<file path="config.mk">
export PLATFORM = sky130hd
export DESIGN_NAME = pipe_stage_buf
export DESIGN_NICKNAME = d
export VERILOG_FILES = /design/src/rtl/pipe_stage_buf.sv
export SDC_FILE = /design/constraint.sdc
export NUM_CORES = 1
export LEC_CHECK = 0
export BUFFER_PORTS_ARGS = -buffer_cell sky130_fd_sc_hd__buf_2
export CAP_MARGIN = 10
export CORE_MARGIN = 4
export CORE_UTILIZATION = 50
export CTS_CLUSTER_DIAMETER = 120
export DETAILED_ROUTE_END_ITERATION = 12
export HOLD_SLACK_MARGIN = 0.1
export PLACE_DENSITY = 0.73
export SYNTH_ARGS = -nofsm -noshare
export SYNTH_HDL_FRONTEND = slang
export SYNTH_SLANG_ARGS = --single-unit
</file>
<file path="constraint.sdc">
create_clock -name clk -period 2.2 [get_ports clk]
set_clock_uncertainty 0.15 [all_clocks]
set_input_delay 0.22 -clock clk [delete_from_list [all_inputs] [get_ports clk]]
set_output_delay 0.22 -clock clk [all_outputs]
set_load 0.005 [all_outputs]
</file>
<file path="src/rtl/pipe_stage_buf.sv">
// Generic in-order pipeline stage buffer with valid/ready handshake, flush and occupancy report.
// Defining PIPE_STAGE_BUF_STATS_EN adds saturating stall_cycles/flush_count statistics outputs.
module pipe_stage_buf #(
    parameter int DATA_W = 32,
    parameter int DEPTH  = 2
`ifdef PIPE_STAGE_BUF_STATS_EN
    ,
    parameter int CNT_W  = 16
`endif
) (
    input  logic                         clk,
    input  logic                         rst,
    input  logic                         flush,
    input  logic                         in_valid,
    output logic                         in_ready,
    input  logic [DATA_W-1:0]            in_data,
    output logic                         out_valid,
    input  logic                         out_ready,
    output logic [DATA_W-1:0]            out_data,
    output logic [$clog2(DEPTH+1)-1:0]   count,
    output logic                         full,
    output logic                         empty
`ifdef PIPE_STAGE_BUF_STATS_EN
    ,
    output logic [CNT_W-1:0]             stall_cycles,
    output logic [CNT_W-1:0]             flush_count
`endif
);

    localparam int PTR_W  = (DEPTH > 1) ? $clog2(DEPTH) : 1;
    localparam int OCC_W  = $clog2(DEPTH+1);

    logic [DATA_W-1:0] r_mem [DEPTH];
    logic [PTR_W-1:0]  r_wr_ptr;
    logic [PTR_W-1:0]  r_rd_ptr;
    logic [OCC_W-1:0]  r_count;
    logic [OCC_W-1:0]  w_count_nxt;
    logic              w_push;
    logic              w_pop;
    logic              w_full;
    logic              w_empty;

    // Pointers wrap by explicit compare so DEPTH need not be a power of two.
    function automatic logic [PTR_W-1:0] ptr_inc(input logic [PTR_W-1:0] p);
        logic [PTR_W-1:0] n;
        if (p == PTR_W'(DEPTH-1)) begin
            n = '0;
        end else begin
            n = p + PTR_W'(1);
        end
        return n;
    endfunction

    assign w_full    = (r_count == OCC_W'(DEPTH));
    assign w_empty   = (r_count == OCC_W'(0));
    assign in_ready  = rst & ~w_full & ~flush;
    assign out_valid = ~w_empty;
    assign out_data  = r_mem[r_rd_ptr];
    assign count     = r_count;
    assign full      = w_full;
    assign empty     = w_empty;
    assign w_push    = in_valid & in_ready;
    assign w_pop     = out_valid & out_ready;

    // Next occupancy; flush overrides any concurrent transfer.
    always_comb begin
        w_count_nxt = r_count;
        if (flush) begin
            w_count_nxt = '0;
        end else begin
            case ({w_push, w_pop})
                2'b10:   w_count_nxt = r_count + OCC_W'(1);
                2'b01:   w_count_nxt = r_count - OCC_W'(1);
                default: w_count_nxt = r_count;
            endcase
        end
    end

    // Storage, pointers and occupancy state.
    always_ff @(posedge clk or negedge rst) begin
        if (!rst) begin
            for (int i = 0; i < DEPTH; i++) begin
                r_mem[i] <= '0;
            end
            r_wr_ptr <= '0;
            r_rd_ptr <= '0;
            r_count  <= '0;
        end else begin
            if (w_push) begin
                r_mem[r_wr_ptr] <= in_data;
            end
            if (flush) begin
                r_wr_ptr <= '0;
                r_rd_ptr <= '0;
            end else begin
                if (w_push) begin
                    r_wr_ptr <= ptr_inc(r_wr_ptr);
                end
                if (w_pop) begin
                    r_rd_ptr <= ptr_inc(r_rd_ptr);
                end
            end
            r_count <= w_count_nxt;
        end
    end

`ifdef PIPE_STAGE_BUF_STATS_EN
    logic [CNT_W-1:0] r_stall_cycles;
    logic [CNT_W-1:0] r_flush_count;

    function automatic logic [CNT_W-1:0] sat_inc(input logic [CNT_W-1:0] v);
        logic [CNT_W-1:0] n;
        if (&v) begin
            n = v;
        end else begin
            n = v + CNT_W'(1);
        end
        return n;
    endfunction

    // Saturating statistics counters.
    always_ff @(posedge clk or negedge rst) begin
        if (!rst) begin
            r_stall_cycles <= '0;
            r_flush_count  <= '0;
        end else begin
            if (out_valid && !out_ready) begin
                r_stall_cycles <= sat_inc(r_stall_cycles);
            end
            if (flush && !w_empty) begin
                r_flush_count <= sat_inc(r_flush_count);
            end
        end
    end

    assign stall_cycles = r_stall_cycles;
    assign flush_count  = r_flush_count;
`endif

endmodule

</file>
==> Word level (Yosys, flattened, before mapping) <==
Index checks and enable logic that the tools add are counted.
{ "totals": {"regBits": 68, "latchBits": 0, "ramBits": 0, "mem_bits_ro": 0, "in_bits": 37, "elab_cells": 43, "n_memories": 0} }
{ "op_classes": {"n_addsub": 4, "n_mul": 0, "n_div": 0, "magnitude_cmp": 3, "eq_ne": 3, "n_shift": 0, "n_mux": 14, "bitwise_logic": 9, "n_reduce_logical": 5} }
{ "op_table": {"columns": ["op", "count"], "rows": [
  ["$mux W32", 4],
  ["$bwmux W64", 1],
  ["$demux W32 S1", 1],
  ["$mux W1", 6],
  ["$and A1 B1 Y1", 4],
  ["$eq A2 B2 Y1 const B", 2],
  ["$ge A2 B2 Y1 const B", 2],
  ["$not A1 Y2", 2],
  ["$pmux W2 S2", 1],
  ["$reduce_bool A2 Y1", 2],
  ["$not A1 Y1", 3],
  ["$reduce_bool A3 Y1", 1],
  ["$add A1 B1 Y1 const B", 2],
  ["$add A2 B1 Y2 const B", 1],
  ["$eq A2 B1 Y1 const B", 1],
  ["$logic_not A2 Y1", 1],
  ["$lt A2 B1 Y1 const B", 1],
  ["$mux W2", 1],
  ["$sub A2 B1 Y2 const B", 1],
  ["$logic_and A1 B1 Y1", 1]
]} }

==> Longest topological paths before layout <==
{ "depth": {"ltp_word": 8, "mapped_depth": 5, "ltp_nobuf": 3} }

==> Worst setup path before layout <==
Ideal clock, no wire load.
{ "synth_path": {"path_kind": "register to register", "startpoint": "register r_count[1], in the netlist count[1]", "endpoint": "register r_mem[33] (netlist bit)", "arrival_ps": 1627, "required_time_ps": 1925, "path_slack_ps": 298, "path_stages_with_launch": 6, "n_path_buf": 2, "path_cell_list": "dfrtp_1 > nor2b_1 > buf_2 > nor4b_4 > buf_6 > mux2_2"} }
{ "synth_via": {"elab_chain_len": 5} }
{ "synth_rtl": {"columns": ["item", "line", "rtl"], "rows": [
  ["start: declaration", "36", "logic [OCC_W-1:0] r_count;"],
  ["start signal: assignment", "103", "r_count <= w_count_nxt;"],
  ["$eq A2 B2 Y1", "54", "assign w_full = (r_count == OCC_W'(DEPTH));"],
  ["net full", "21", "output logic full,"],
  ["$not A1 Y1", "56", "assign in_ready = rst & ~w_full & ~flush;"],
  ["$and A1 B1 Y1 (2 in a row)", "56", null],
  ["$and A1 B1 Y1", "62", "assign w_push = in_valid & in_ready;"],
  ["end signal: indexed assignment", "90", "r_mem[r_wr_ptr] <= in_data;"],
  ["end: declaration", "33", "logic [DATA_W-1:0] r_mem [DEPTH];"]
]} }
The timed path passes the listed nets, and every way through them passes these cells.
A chain may end at the register's enable or synchronous reset.

==> Worst setup path in the final report <==
{ "layout_path": {"startpoint": "input rst", "endpoint": "register r_mem[2] (netlist bit)"} }
{ "layout_via": {"elab_chain_len": 3} }
{ "layout_rtl": {"columns": ["item", "line", "rtl"], "rows": [
  ["start: declaration", "12", "input logic rst,"],
  ["$and A1 B1 Y1 (2 in a row)", "56", null],
  ["$and A1 B1 Y1", "62", null]
]} }
Every way passes these cells.

==> results.json <==
{
  "final.fill_count": 433,
  "synthFlopType": "dfrtp_1",
  "track_usage_pct": 19.0,
  "hp-class": "in2async",
  "coreArea_mm2": 0.00589,
  "synth_common_cells": "mux2_2 (89), dfrtp_1 (68), mux2_1 (7)",
  "synth_most_common_cell": "mux2_2",
  "cts_tree": "done",
  "ctsResizeCount": 0,
  "power.density_mw_per_mm2": 890,
  "syn-cell-area_mm2": 0.00302,
  "synth_edf_count": 0,
  "synthArstFlopShare_pct": 100,
  "wl_um": 6310,
  "cp.arrival_ns": 2.12,
  "finalSetupViolCount": 0,
  "grt_max_degree": 39,
  "cp_max_fo": 9,
  "outcome": "finished clean",
  "grt_pass1_vias": 2216,
  "end_kind": "flip-flop",
  "instances_no_fill": 397,
  "cp.required_ns": 2.27,
  "dp.cells": 345,
  "setup-tns-final_ns": 0,
  "max_freq_ghz": 0.487,
  "timing.final.crit_share_pct": 93.4,
  "clk_pin_slew_ns": 0.08,
  "place.gp.congestion": 0.786,
  "synth_cells": 198,
  "wl_per_cell_um": 15.9,
  "die-height_um": 85.7,
  "cts_made_buffers": 9,
  "total_leakage_power_nw": 1.90,
  "drive_gt1_share_pct": 59.0,
  "drv_cap": 0,
  "hold_viol": 0,
  "synthesis.nets": 235,
  "seq_area_mm2": 0.00170,
  "rows": 28,
  "drv_slew": 0,
  "die_width_um": 85.7,
  "diodes": 0,
  "initial_utilization_pct": 51.2,
  "syn_avg_cell_area_um2": 15.2,
  "synthDistinctLibCells": 25,
  "synth-seq-area-share_pct": 56.4,
  "clkLatencyLatePin_ns": 0.33,
  "rsz0062_at_grt": "no",
  "synth_top_cell_area_share_pct": 56.4,
  "drcViolationCount": 0,
  "yosys_warnings": 0,
  "cts_max_path_buffers": 2,
  "grt_antenna_before_repair": 0,
  "yosys-top-cells-area": "dfrtp_1 (56%), mux2_2 (33%), mux2_1 (2.6%)",
  "critPathKind": "in2reg",
  "vdd_drop_max_mv": 0.608,
  "dieArea_mm2": 0.00734,
  "yosysTopAreaCell": "dfrtp_1",
  "avgViaCountPerCell": 5.05,
  "final_util_pct": 69.4,
  "num_vias": 2003,
  "fin_crit_ns": 2.05,
  "grt_pass1_wl_um": 10700,
  "start_kind": "input pin",
  "area_delta_synth_final_pct": 35.4,
  "grt-ovfl-total": 0,
  "worst_slew_pin_slew_ns": 0.501,
  "h-tree-depth": 3,
  "maxSlewHeadroom_pct": 66.5,
  "antenna_left": 0,
  "root_buffer": "clkbuf_8",
  "dr.pass1.iters": 4,
  "nets": 354,
  "ios": 75,
  "cts_sinks": 68,
  "port_buffers": 74,
  "ys_ff_latch": 68,
  "hpwlAfterDp_um": 4000,
  "multiInputGateArea_mm2": 0.00124,
  "drtIter0Drc": 69
}
==> kinds of logic after synthesis <==
| family | count (synthesis) | synth area share, % |
|---|---|---|
| xor+xnor | 1 | 0.291 |
| simple gates | 13 | 3.11 |
| flops | 68 | 56.4 |
| compound gates | 8 | 1.66 |
| buf+inv | 12 | 2.66 |
| mux | 96 | 35.9 |
==> final timing paths <==
kind	start	end	slack, ns	cells after the start
min	rst	r_mem[16]$_DFFE_PN0P_	0.32	3
max in group asynchronous	rst	r_mem[13]$_DFFE_PN0P_	0.75	4
max reg2reg	count[1]$_DFFE_PN0P_	r_mem[45]$_DFFE_PN0P_	0.19	5
min reg2reg	r_mem[60]$_DFFE_PN0P_	r_mem[60]$_DFFE_PN0P_	0.34	1
min in group clk	r_mem[60]$_DFFE_PN0P_	r_mem[60]$_DFFE_PN0P_	0.34	1
max	rst	r_mem[2]$_DFFE_PN0P_	0.15	6
==> metrics by stage <==
stage / setup slack [ns] / hold slack (ns) / power, mW / instance area [um2]
floorplan: 0.298 / -0.226 / 2.12 / 3020
global placement: 0.197 / 0.171 / 2.41 / 3490
detailed placement: 0.194 / 0.153 / 2.44 / 3490
CTS: 0.143 / 0.321 / 3.67 / 4080
global route: 0.0793 / 0.356 / 3.85 / 4080
finish: 0.146 / 0.318 / 3.63 / 4080
==> flip-flops by register name, indices dropped and copies added, names as in the netlist <==
name,count
r_wr_ptr,1
count,2
r_mem,64
r_rd_ptr,1
==> critical path, stage by stage <==
cell	delay [ns]
dlygate4sd3_1	0.52
buf_2	0.11
nand2b_1	0.16
nor3_4	0.48
buf_4	0.28
mux2_2	0.35
==> cells in the final DEF, fill, tap and decap left out, types with 2 or more instances in the layout <==
master / Yosys / layout
nand2_1: 2 / 2
a21oi_1: 2 / 2
o21ai_0: 2 / 2
buf_2: 1 / 74
dfrtp_1: 68 / 68
bufinv_16: 0 / 2
clkbuf_8: 0 / 11
mux2_1: 7 / 7
nor2_1: 3 / 3
dlygate4sd3_1: 0 / 36
buf_4: 3 / 8
mux2_2: 89 / 89
==> what timing repair did <==
| action | 4_1_cts | 5_1_grt |
|---|---|---|
| endpoints found under the hold margin | 101 | 0 |
| buffers inserted | 0 | 0 |
| hold buffers | 36 | 0 |
| setup endpoints to repair | 0 | 0 |
==> cell type report <==
cell class                 instances  area share, %
clock buffer                      11           3.71
multi-input combinational        118           30.4
tap                               75           2.30
sequential                        68           41.7
inverter                           1         0.0919
clock inverter                     5           2.02
timing repair buffer             119           19.9
==> power breakdown <==
| part | leakage [nW] | internal (mW) | switching, mW |
|---|---|---|---|
| logic | 0.942 | 0.506 | 0.279 |
| clock network | 0.120 | 0.704 | 0.476 |
| registers | 0.838 | 1.53 | 0.135 |
==> routing by layer <==
layer  vias up  part of all wire, %  global-route usage, %
met5         -                    0                      0
met4         0                  1.3                   8.49
met3        10                  4.5                   4.90
met2        46                   50                   31.3
met1       994                   45                   23.7
li1        953                    -                      -
(Power assumes the default switching activity.)
